File: config.mk
export PLATFORM = sky130hd
export DESIGN_NAME = store_buf
export DESIGN_NICKNAME = d
export VERILOG_FILES = /design/src/rtl/store_buf.sv
export SDC_FILE = /design/constraint.sdc
export NUM_CORES = 1
export LEC_CHECK = 0
export BUFFER_PORTS_ARGS = -buffer_cell sky130_fd_sc_hd__buf_4
export CAP_MARGIN = 25
export CORE_ASPECT_RATIO = 0.75
export CORE_MARGIN = 2
export CORE_UTILIZATION = 45
export DETAILED_ROUTE_END_ITERATION = 10
export PLACE_DENSITY_LB_ADDON = 0.15
export SYNTH_ARGS = -nofsm -noshare
export SYNTH_HDL_FRONTEND = slang
export SYNTH_SLANG_ARGS = --single-unit
File: constraint.sdc
create_clock -name clk -period 4.6 [get_ports clk]
set_input_delay 0.46 -clock clk [delete_from_list [all_inputs] [get_ports clk]]
set_output_delay 0.46 -clock clk [all_outputs]
set_load 0.005 [all_outputs]
File: src/rtl/store_buf.sv
// Store buffer: aligns and encodes M-stage stores, queues them in order and drains them to data memory.
// Optional store-to-load forwarding lookup is built when STORE_FORWARD_EN is defined.
module store_buf #(
    parameter int DEPTH = 4
) (
    input  logic        clk,
    input  logic        rst_n,
    input  logic        st_valid,
    output logic        st_ready,
    input  logic [1:0]  StOp,
    input  logic [31:0] Address,
    input  logic [31:0] Din,
    output logic        misalign,
    output logic        mem_we,
    input  logic        mem_ready,
    output logic [31:0] mem_addr,
    output logic [3:0]  mem_be,
    output logic [31:0] mem_wdata,
    output logic        empty,
    input  logic [31:0] fwd_addr,
    output logic        fwd_hit,
    output logic [3:0]  fwd_be,
    output logic [31:0] fwd_data
);

    localparam int PTR_W = $clog2(DEPTH);
    localparam int CNT_W = PTR_W + 1;
    localparam logic [CNT_W-1:0] FULL_CNT = CNT_W'(DEPTH);

    typedef struct packed {
        logic [29:0] waddr;
        logic [3:0]  be;
        logic [31:0] data;
    } entry_t;

    entry_t           buf_q [DEPTH];
    entry_t           push_entry_d;
    entry_t           head;
    logic [PTR_W-1:0] wr_ptr_q, wr_ptr_d;
    logic [PTR_W-1:0] rd_ptr_q, rd_ptr_d;
    logic [CNT_W-1:0] count_q, count_d;
    logic             misalign_q, misalign_d;
    logic             aligned;
    logic             req;
    logic             push;
    logic             pop;

    // Encode the incoming store into its word address, lane enables and replicated data.
    always_comb begin
        push_entry_d       = '0;
        push_entry_d.waddr = Address[31:2];
        push_entry_d.data  = Din;
        aligned            = 1'b1;
        case (StOp)
            2'b01: begin
                aligned           = (Address[1:0] == 2'b00);
                push_entry_d.be   = 4'b1111;
            end
            2'b10: begin
                aligned           = ~Address[0];
                push_entry_d.be   = Address[1] ? 4'b1100 : 4'b0011;
                push_entry_d.data = {Din[15:0], Din[15:0]};
            end
            2'b11: begin
                push_entry_d.be   = 4'b0001 << Address[1:0];
                push_entry_d.data = {4{Din[7:0]}};
            end
            default: ;
        endcase
    end

    assign st_ready = (count_q != FULL_CNT);
    assign empty    = (count_q == '0);
    assign mem_we   = ~empty;
    assign req      = st_valid && st_ready && (StOp != 2'b00);
    assign push     = req && aligned;
    assign pop      = mem_we && mem_ready;

    always_comb begin
        wr_ptr_d   = push ? wr_ptr_q + 1'b1 : wr_ptr_q;
        rd_ptr_d   = pop  ? rd_ptr_q + 1'b1 : rd_ptr_q;
        count_d    = count_q;
        case ({push, pop})
            2'b10:   count_d = count_q + 1'b1;
            2'b01:   count_d = count_q - 1'b1;
            default: count_d = count_q;
        endcase
        misalign_d = req && !aligned;
    end

    always_ff @(posedge clk or negedge rst_n) begin
        if (!rst_n) begin
            wr_ptr_q   <= '0;
            rd_ptr_q   <= '0;
            count_q    <= '0;
            misalign_q <= 1'b0;
        end else begin
            wr_ptr_q   <= wr_ptr_d;
            rd_ptr_q   <= rd_ptr_d;
            count_q    <= count_d;
            misalign_q <= misalign_d;
        end
    end

    // NOTE: the entry storage is deliberately not reset; an entry is only ever observed
    // while the count marks it valid, so clearing it would add reset fan-out for nothing.
    always_ff @(posedge clk) begin
        if (push) begin
            buf_q[wr_ptr_q] <= push_entry_d;
        end
    end

    assign misalign  = misalign_q;
    assign head      = buf_q[rd_ptr_q];
    assign mem_addr  = mem_we ? {head.waddr, 2'b00} : 32'h0;
    assign mem_be    = mem_we ? head.be : 4'h0;
    assign mem_wdata = mem_we ? head.data : 32'h0;

`ifdef STORE_FORWARD_EN
    logic [PTR_W-1:0] fwd_idx;
    logic             unused_fwd_lsbs;

    assign unused_fwd_lsbs = ^fwd_addr[1:0];

    // Walk entries oldest to youngest so the youngest word match wins.
    always_comb begin
        fwd_hit  = 1'b0;
        fwd_be   = 4'h0;
        fwd_data = 32'h0;
        fwd_idx  = '0;
        for (int i = 0; i < DEPTH; i++) begin
            fwd_idx = rd_ptr_q + PTR_W'(i);
            if ((CNT_W'(i) < count_q) && (buf_q[fwd_idx].waddr == fwd_addr[31:2])) begin
                fwd_hit  = 1'b1;
                fwd_be   = buf_q[fwd_idx].be;
                fwd_data = buf_q[fwd_idx].data;
            end
        end
    end
`else
    logic unused_fwd_addr;

    assign unused_fwd_addr = ^fwd_addr;
    assign fwd_hit         = 1'b0;
    assign fwd_be          = 4'h0;
    assign fwd_data        = 32'h0;
`endif

endmodule

==> results of run 1 <==
-- cells by family (layout without fill, tap and decap cells) --
family                   count (synthesis)  count (layout)  share of synthesized area (%)
AND/OR/NAND/NOR                        101             101                          5.320
flip-flops                             272             272                          72.75
other                                    1              40                        0.03357
multiplexers                            76              76                          14.34
buffers and inverters                   78             213                          4.233
AO/OA/AOI/OAI                           23              23                          1.669
XOR/XNOR                                 6               6                         0.4705
adder cells (fa/ha/maj)                 10              10                          1.187
-- area by class of cell --
cell class              count  area share (%)
diodes                      1         0.01865
clock buffers              34           5.455
flip-flops and latches    272           60.63
inverters                  11          0.3077
clock inverters            16          0.9605
multi-input cells         255           20.27
well taps                 331           3.087
repair buffers            152           9.269
-- worst paths after layout --
| path | endpoint | slack, ns | cells after the start |
|---|---|---|---|
| max | mem_wdata[9] | 1.48 | 4 |
| min | buf_q[1][58] | 0.12 | 1 |
| max reg2reg | count_q[2] | 2.19 | 9 |
| min reg2reg | count_q[2] | 0.51 | 1 |
| max in group asynchronous | rd_ptr_q[1] | 4.14 | 2 |
| min in group asynchronous | misalign | 0.31 | 2 |
-- flip-flops by register name (all words and copies together) (netlist names) --
register / cells
misalign: 1
rd_ptr_q: 2
count_q: 3
buf_q: 264
wr_ptr_q: 2
-- per-layer routing --
metal  GRT usage [%]  vias up  wire length (um)
met5               0        -                12
met4           3.398        2               397
met3           4.186       30              1690
met2           27.76      206             10530
met1           24.23     2875              9766
li1                -     2445                 -
-- power by group through the flow --
stage / clock network, W / logic [W] / registers (W)
2_1_floorplan: 0 / 0.00153 / 0.00312
3_3_place_gp: 0 / 0.00237 / 0.00336
3_5_place_dp: 0 / 0.00253 / 0.00329
4_1_cts: 0.00217 / 0.00254 / 0.00324
5_1_grt: 0.00227 / 0.00269 / 0.00326
6_report: 0.00212 / 0.00247 / 0.00322
-- critical path, stage by stage, from the launching register on --
cell     delay, ns
dfrtp_4       0.84
buf_4         0.41
mux4_2        0.53
and2_1        0.20
buf_4         0.14
-- through the flow --
stage	cell area [um^2]	hold slack [ns]	setup WS (ns)	util, %	total power (W)
floorplan	11310	0.1644	1.837	-	0.004648
global placement	12410	0.2847	1.540	51.36	0.005731
detailed placement	12540	0.2892	1.668	51.93	0.005816
CTS	13420	0.1045	1.376	55.54	0.007944
global route	13420	0.1123	1.273	55.54	0.008221
finish	13420	0.1233	1.481	55.55	0.007813
-- layout by cell type, fill, tap and decap left out, types with 3 or more instances in the layout --
master     count
clkbuf_8       3
ha_1           9
o21ai_0        4
buf_4        146
clkinv_1       6
mux4_2        66
xnor2_1        3
dfrtp_1        6
a22oi_1        8
clkbuf_16     27
inv_1         11
clkbuf_1       4
clkinv_2       6
and2_1        67
conb_1        39
buf_16         5
and2_4         4
edfxtp_1     264
mux2_2         8
nand2_1       18
xor2_1         3
a22o_1         8
-- repair_timing --
action / CTS / global route
setup endpoints to repair: 0 / 0
hold buffers: 1 / 0
hold endpoints to repair: 8 / 0
==> results.json, run 1 <==
{
  "areaGrowthSynthToFinish_pct": 20.10,
  "critPathLaunch": "rd_ptr_q[0]",
  "clockBufferDepth": 3,
  "finalMaxSlewViolations": 0,
  "path_class": "flip-flop to output port",
  "cts-buffers-inserted": 27,
  "power.leakage_nw": 4.755,
  "yosysTopAreaCell": "edfxtp_1",
  "syn_inst": 567,
  "slew_headroom_pct": 52.63,
  "coreArea_um2": 24160,
  "grt_pass1_wl_um": 33760,
  "grt_usage_pct": 17.24,
  "seqPwrFrac_pct": 41.2,
  "synth_area_um2": 11170,
  "multi_input_area_um2": 2720,
  "numPortBuffers": 139,
  "die_w_um": 185.9,
  "status": "finished, final reports clean",
  "cts_root_buffer": "clkbuf_16",
  "final-seq-area_um2": 8135,
  "clkTransAtPathRegs_ns": 0.06,
  "ir_drop_mv": 0.2917,
  "first_global_vias": 5822,
  "p_comb_share_pct": 31.7,
  "die_y_um": 140.5,
  "synth_edf_count": 264,
  "cts_resized": 0,
  "finalNonFillerCells": 1072,
  "yosysMostFrequentCell": "edfxtp_1",
  "drv_cap": 0,
  "post_cts_buffers": 0,
  "clock_skew_ns": 0.02413,
  "drive_above_1_share_pct": 37.43,
  "cts_tree": "built",
  "ios": 211,
  "dp_hpwl_um": 13340,
  "switching_share_pct": 27.34,
  "viasPerCell": 5.185,
  "rr_startpoint": "count_q[0]",
  "power.clock.fraction_pct": 27.1,
  "place.gp.congestion": 0.7130,
  "post-place-cells": 1020,
  "dieArea_um2": 26120,
  "min_path_type": "primary input to flip-flop",
  "antenna_found_initial": 2,
  "fmax_mhz": 320.7,
  "wire_per_inst_um": 20.89,
  "cts.sinks": 272,
  "tightest_slew_ns": 0.7105,
  "synth-seq-area-share_pct": 72.75,
  "min-delay-start": "Address[24]",
  "crit_path_max_fanout": 30,
  "start_util_pct": 46.25,
  "synth.top_cells.by_count": "edfxtp_1 (264), and2_1 (67), mux4_2 (66), buf_4 (39), nand2_1 (18)",
  "vias": 5558,
  "yosysWarnings": 0,
  "arrival_ns": 2.66,
  "clk_latency_ns": 0.54,
  "grt_max_degree": 70,
  "hold_viol": 0,
  "totalWireLength_um": 22390,
  "synth_area_leaders": "edfxtp_1 (71%), mux4_2 (13%), and2_1 (3.8%)",
  "syn_area_per_cell_um2": 19.70,
  "drc": 0,
  "ant_nets": 0,
  "synth_cell_types": 34,
  "grt_setup_unrepaired": "no",
  "worstSetupEndpointType": "output port",
  "period_minus_slack_ns": 3.119,
  "setup_violations": 0,
  "grt-ovfl-total": 0,
  "floorplan.rows": 49,
  "ys_ff_latch": 272,
  "required_ns": 4.14,
  "switchingPower_w": 0.002136,
  "synth_top_area_share_pct": 70.96,
  "power.density_nw_per_um2": 582.3,
  "fillers": 1874,
  "async_reset_ff_share_pct": 2.941,
  "synthFlopType": "edfxtp_1",
  "num-nets-final": 831,
  "p_int_w": 0.005677,
  "htreeDepth": 1,
  "critPathLaunchType": "flip-flop",
  "drtIter0Drc": 388,
  "setup_tns_ns": 0,
  "dr.pass1.iters": 5,
  "period_share_pct": 67.80
}
Note: power is estimated with default switching activity, not from simulation.
==> run 2: changes to the inputs <==
==> constraint.sdc (replaced) <==
create_clock -name clk -period 2.8 [get_ports clk]
set_input_delay 0.28 -clock clk [delete_from_list [all_inputs] [get_ports clk]]
set_output_delay 0.28 -clock clk [all_outputs]
set_load 0.005 [all_outputs]
==> run 2 against run 1 <==
  * Setup slack got worse by 1.2 ns
  * Global-route usage barely moved
  * Hold slack got worse by 0.11 ns
  * Sequential share of layout area fell by 1.5 points
  * Cell count rose by 3.5%
  * Utilization rose by 1.4 points
  * Critical path depth did not move
  * Routed wire length fell by 0.27%
  * Clock skew fell by 0.017 ns
  * Final area rose by 2.5%
  * Via count rose by 0.94%
  * Sequential cell count did not move
  * Largest cell class unchanged
  * Largest power group unchanged
==> results.json, run 2 (synthesis results as in run 1) <==
{
  "status": "finished, final reports clean",
  "cts-buffers-inserted": 27,
  "viasPerCell": 5.054,
  "layout_common_cells": "edfxtp_1 (264), buf_4 (149), and2_1 (67), mux4_2 (66), conb_1 (39)",
  "num-nets-final": 875,
  "crit_top_cell": "buf_4",
  "period_minus_slack_ns": 2.563,
  "ant_nets": 0,
  "path_class": "flip-flop to output port",
  "required_ns": 2.52,
  "drive_above_1_share_pct": 35.35,
  "post-place-cells": 1028,
  "slew_headroom_pct": 54.08,
  "die_w_um": 185.9,
  "final-seq-area_um2": 8135,
  "grt_max_degree": 70,
  "crit_family": "flip-flops",
  "start_util_pct": 46.25,
  "htreeDepth": 1,
  "dr.pass1.iters": 4,
  "dp_hpwl_um": 13640,
  "layout_commonest_cell": "edfxtp_1",
  "antenna_found_initial": 3,
  "first_global_vias": 5961,
  "crit_slowest_cell": "dfrtp_4",
  "drc": 0,
  "cts_resized": 0,
  "critPathLaunchType": "flip-flop",
  "coreArea_um2": 24160,
  "vias": 5610,
  "top_register": "buf_q",
  "crit_path_max_fanout": 35,
  "hold_viol": 0,
  "finalMaxSlewViolations": 0,
  "crit_buf_inv": 2,
  "cts.sinks": 272,
  "multi_input_area_um2": 2720,
  "finalNonFillerCells": 1110,
  "min_path_type": "primary input to flip-flop",
  "grt-ovfl-total": 0,
  "setup_tns_ns": 0,
  "clkTransAtPathRegs_ns": 0.06,
  "drtIter0Drc": 356,
  "cts_tree": "built",
  "numPortBuffers": 139,
  "setup_violations": 0,
  "arrival_ns": 2.28,
  "clock_skew_ns": 0.007217,
  "floorplan.rows": 49,
  "grt_setup_unrepaired": "no",
  "areaGrowthSynthToFinish_pct": 23.12,
  "die_y_um": 140.5,
  "cts_root_buffer": "clkbuf_16",
  "cp_slowest_stage_delay_ns": 0.80,
  "wire_per_inst_um": 20.12,
  "ir_drop_mv": 0.5051,
  "reg.largest.list": "buf_q: 264 flops, count_q: 3 flops",
  "worstSetupEndpointType": "output port",
  "period_share_pct": 91.52,
  "place.gp.congestion": 0.7211,
  "totalWireLength_um": 22330,
  "fmax_mhz": 390.2,
  "grt_pass1_wl_um": 33690,
  "largest_reg_flops": 264,
  "drv_cap": 0,
  "power.density_nw_per_um2": 916.5,
  "crit_chain": "buf_4 > mux4_2 > and2_1 > buf_4",
  "tightest_slew_ns": 0.6888,
  "power.leakage_nw": 4.888,
  "clockBufferDepth": 3,
  "ios": 211,
  "grt_usage_pct": 17.24,
  "clk_latency_ns": 0.52,
  "fillers": 1874,
  "dieArea_um2": 26120
}
-- run 2: stage by stage --
step	setup WS [ns]	cell area (um^2)	util [%]	power, W	hold WS, ns
2_1_floorplan	0.2174	11310	-	0.007636	-0.01559
3_3_place_gp	0.4715	12630	52.28	0.009553	0.1001
3_5_place_dp	0.4556	12630	52.28	0.009597	0.1084
4_1_cts	0.1865	13750	56.93	0.01281	0.003961
5_1_grt	0.1282	13750	56.94	0.01327	0.005556
6_report	0.2373	13750	56.94	0.01261	0.01603
-- run 2: layer usage --
metal  up-vias  part of all wire [%]  track usage (%)
li1       2525                     -                -
met3        29                   7.4            4.082
met1      2862                    44            24.05
met5         -                  0.12                0
met2       190                    47            28.17
met4         4                   1.4            3.108
-- run 2: worst reg2reg max path: cells and delay by family (launching register included) --
kind | cells | cell delay (ns)
flip-flops | 1 | 0.42
AND/OR/NAND/NOR | 2 | 0.61
AO/OA/AOI/OAI | 1 | 0.09
adder cells (fa/ha/maj) | 2 | 0.54
buffers and inverters | 2 | 0.14
XOR/XNOR | 2 | 0.30
-- run 2: where the power goes --
part / leakage, nW / internal, W / total [W] / switching, W
clock: 0.365 / 0.00179 / 0.00315 / 0.00136
sequential: 2.49 / 0.00497 / 0.00522 / 0.000251
combinational: 2.03 / 0.00243 / 0.00424 / 0.00180
total: 4.89 / 0.00919 / 0.0126 / 0.00341
-- run 2: final timing paths --
kind	to	cells past startpoint	slack [ns]	startpoint
min reg2reg	count_q[2]	1	0.49	count_q[2]
max	mem_wdata[27]	4	0.24	rd_ptr_q[1]
min	buf_q[1][0]	1	0.02	Din[0]
min in group asynchronous	misalign	2	0.12	rst_n
max reg2reg	count_q[2]	9	0.61	count_q[0]
max in group asynchronous	rd_ptr_q[1]	2	2.53	rst_n
-- run 2: area by class of cell --
class	count	share of cell area [%]
Antenna cell	1	0.01819
Clock buffer	41	5.367
Clock inverter	3	0.1001
Inverter	11	0.3002
Multi-Input combinational cell	255	19.78
Sequential cell	272	59.15
Tap cell	331	3.011
Timing Repair Buffer	196	12.28
-- run 2: what timing repair did --
action                                 CTS  global route
setup buffers                            0             0
hold buffers                            37             0
endpoints found under the hold margin  152             0
==> run 3: changes to the inputs <==
--- a/config.mk
+++ b/config.mk
@@ -5,11 +5,12 @@
 export SDC_FILE = /design/constraint.sdc
 export NUM_CORES = 1
 export LEC_CHECK = 0
+export ABC_AREA = 0
 export BUFFER_PORTS_ARGS = -buffer_cell sky130_fd_sc_hd__buf_4
 export CAP_MARGIN = 25
 export CORE_ASPECT_RATIO = 0.75
 export CORE_MARGIN = 2
-export CORE_UTILIZATION = 45
+export CORE_UTILIZATION = 40
 export DETAILED_ROUTE_END_ITERATION = 10
 export PLACE_DENSITY_LB_ADDON = 0.15
 export SYNTH_ARGS = -nofsm -noshare
==> constraint.sdc (replaced) <==
create_clock -name clk -period 2.4 [get_ports clk]
set_input_delay 0.24 -clock clk [delete_from_list [all_inputs] [get_ports clk]]
set_output_delay 0.24 -clock clk [all_outputs]
set_load 0.005 [all_outputs]
==> run 3 against run 2 <==
  * Setup slack got worse by 0.18 ns
  * Sequential cell count unchanged
  * Critical endpoint is now mem_wdata[21]
  * First-iteration DRC count fell by 4.5%
  * Sequential share of layout area is 2.7 points lower
  * Via count is 4.3% higher
==> results.json, run 3 (synthesis results as in run 1) <==
{
  "fmax_mhz": 427.0,
  "grt_pass1_wl_um": 37060,
  "drive_above_1_share_pct": 39.68,
  "ant_nets": 0,
  "cts-buffers-inserted": 27,
  "design_area_um2": 14420,
  "switching_share_pct": 26.85,
  "crit_buf_inv": 3,
  "crit_slowest_cell": "mux4_2",
  "power.density_nw_per_um2": 1124,
  "grt_usage_pct": 16.83,
  "cp_slowest_stage_delay_ns": 0.51,
  "die_w_um": 197.0,
  "viasPerCell": 5.040,
  "critPathLaunchType": "flip-flop",
  "clkTransAtPathRegs_ns": 0.07,
  "num-nets-final": 902,
  "floorplan.rows": 52,
  "path_class": "flip-flop to output port",
  "ios": 211,
  "rr_startpoint": "count_q[0]",
  "worst_hold_slack_ns": 0.03917,
  "place.gp.congestion": 0.7281,
  "dr.pass1.iters": 4,
  "numPortBuffers": 139,
  "layout_common_cells": "edfxtp_1 (264), buf_4 (150), mux4_2 (66), and2_1 (57)",
  "largest_reg_flops": 264,
  "place_ws_ns": 0.04878,
  "antenna_found_initial": 3,
  "clockBufferDepth": 3,
  "first_global_vias": 6179,
  "layout_commonest_cell": "edfxtp_1",
  "grt_max_degree": 70,
  "dieArea_um2": 29300,
  "crit_path_max_fanout": 6,
  "arrival_ns": 2.10,
  "r2r_setup_slack_ns": 0.32,
  "r2r-end": "count_q[1]",
  "dp_hpwl_um": 15310,
  "min_to": "rd_ptr_q[1]",
  "grt_setup_unrepaired": "yes",
  "grt-ovfl-total": 0,
  "totalWireLength_um": 24480,
  "cts_tree": "built",
  "min_path_type": "primary input to flip-flop",
  "ir_drop_mv": 0.5191,
  "drv_cap": 0,
  "power.leakage_nw": 5.202,
  "power_w": 0.01620,
  "setup_violations": 0,
  "cts.sinks": 272,
  "place_area_um2": 12850,
  "finalMaxSlewViolations": 0,
  "die_y_um": 148.7,
  "drc": 0,
  "clk_latency_ns": 0.52,
  "top_register": "buf_q",
  "htreeDepth": 1,
  "slew_headroom_pct": 62.14,
  "cts_root_buffer": "clkbuf_16",
  "reg2reg_depth": 6,
  "crit_family": "multiplexers",
  "drtIter0Drc": 340,
  "period_share_pct": 97.59,
  "required_ns": 2.16,
  "tightest_slew_ns": 0.5680,
  "seqPwrFrac_pct": 36.9,
  "coreArea_um2": 27200,
  "clock_skew_ns": 0.01449,
  "holdPathStages": 3,
  "hold_viol": 0,
  "reg.largest.list": "buf_q: 264 flops, count_q: 3 flops",
  "vias": 5851,
  "period_minus_slack_ns": 2.342,
  "power.clock.fraction_pct": 26.6,
  "status": "finished, final reports clean",
  "p_comb_share_pct": 36.4,
  "areaGrowthSynthToFinish_pct": 29.03,
  "wire_per_inst_um": 21.09,
  "p_int_w": 0.01185,
  "start_util_pct": 41.08,
  "worstSetupEndpointType": "output port",
  "switchingPower_w": 0.004349,
  "crit_chain": "buf_12 > clkbuf_16 > mux4_2 > and2_4 > buf_4",
  "min-delay-start": "mem_ready",
  "worst_slack_ns": 0.05794
}
## run 3: area by class of cell
cell class | instances | area, um^2
fillers | 2166 | 12780
flip-flops and latches | 272 | 8135
multi-input cells | 255 | 2745
repair buffers | 223 | 2138
clock buffers | 30 | 696.9
well taps | 351 | 439.2
clock inverters | 18 | 216.5
inverters | 11 | 41.29
diodes | 1 | 2.502
## run 3: what timing repair did
| item | in CTS | in global routing |
|---|---|---|
| endpoints found under the setup margin | 66 | 53 |
| gates cloned | 0 | 3 |
| resized for setup | 2 | 27 |
| hold buffers | 39 | 0 |
| hold endpoints to repair | 160 | 0 |
| buffers inserted | 5 | 3 |
## run 3: worst min-delay path, stage by stage
cell	delay, ns
buf_4	0.12
nand3_1	0.07
xnor2_1	0.08
## run 3: through the flow
stage	instances	util (%)	setup TNS [ns]
finish	1161	53.00	0
CTS	1154	52.29	-0.001681
global route	1160	53.00	-0.03746
global placement	1062	47.24	0
floorplan	605	-	-37.65
detailed placement	1062	47.24	0
## run 3: worst max path at each step
stage	from	end	slack [ns]	depth (start not counted)
2_1_floorplan	StOp[1]	buf_q[0][0]	-0.14	5
3_3_place_gp	StOp[1]	count_q[2]	0.06	12
3_5_place_dp	StOp[1]	count_q[2]	0.05	12
4_1_cts	rd_ptr_q[0]	mem_wdata[6]	-0.002	5
5_1_grt	rd_ptr_q[0]	mem_wdata[6]	-0.01	5
6_report	rd_ptr_q[0]	mem_wdata[21]	0.06	5
## run 3: power groups by stage
stage	Combinational, W	Clock (W)	Sequential [W]
5_1_grt	0.00639	0.00461	0.00603
3_5_place_dp	0.00522	0	0.00621
3_3_place_gp	0.00521	0	0.00618
4_1_cts	0.00561	0.00440	0.00599
6_report	0.00590	0.00431	0.00598
2_1_floorplan	0.00293	0	0.00598
## run 3: layer usage
metal  track usage, %  share of wire (%)  vias up
met5                0               0.12        -
met3            3.550                5.9       24
li1                 -                  -     2588
met1            24.01                 45     3062
met2            27.19                 47      173
met4            3.195                1.2        4
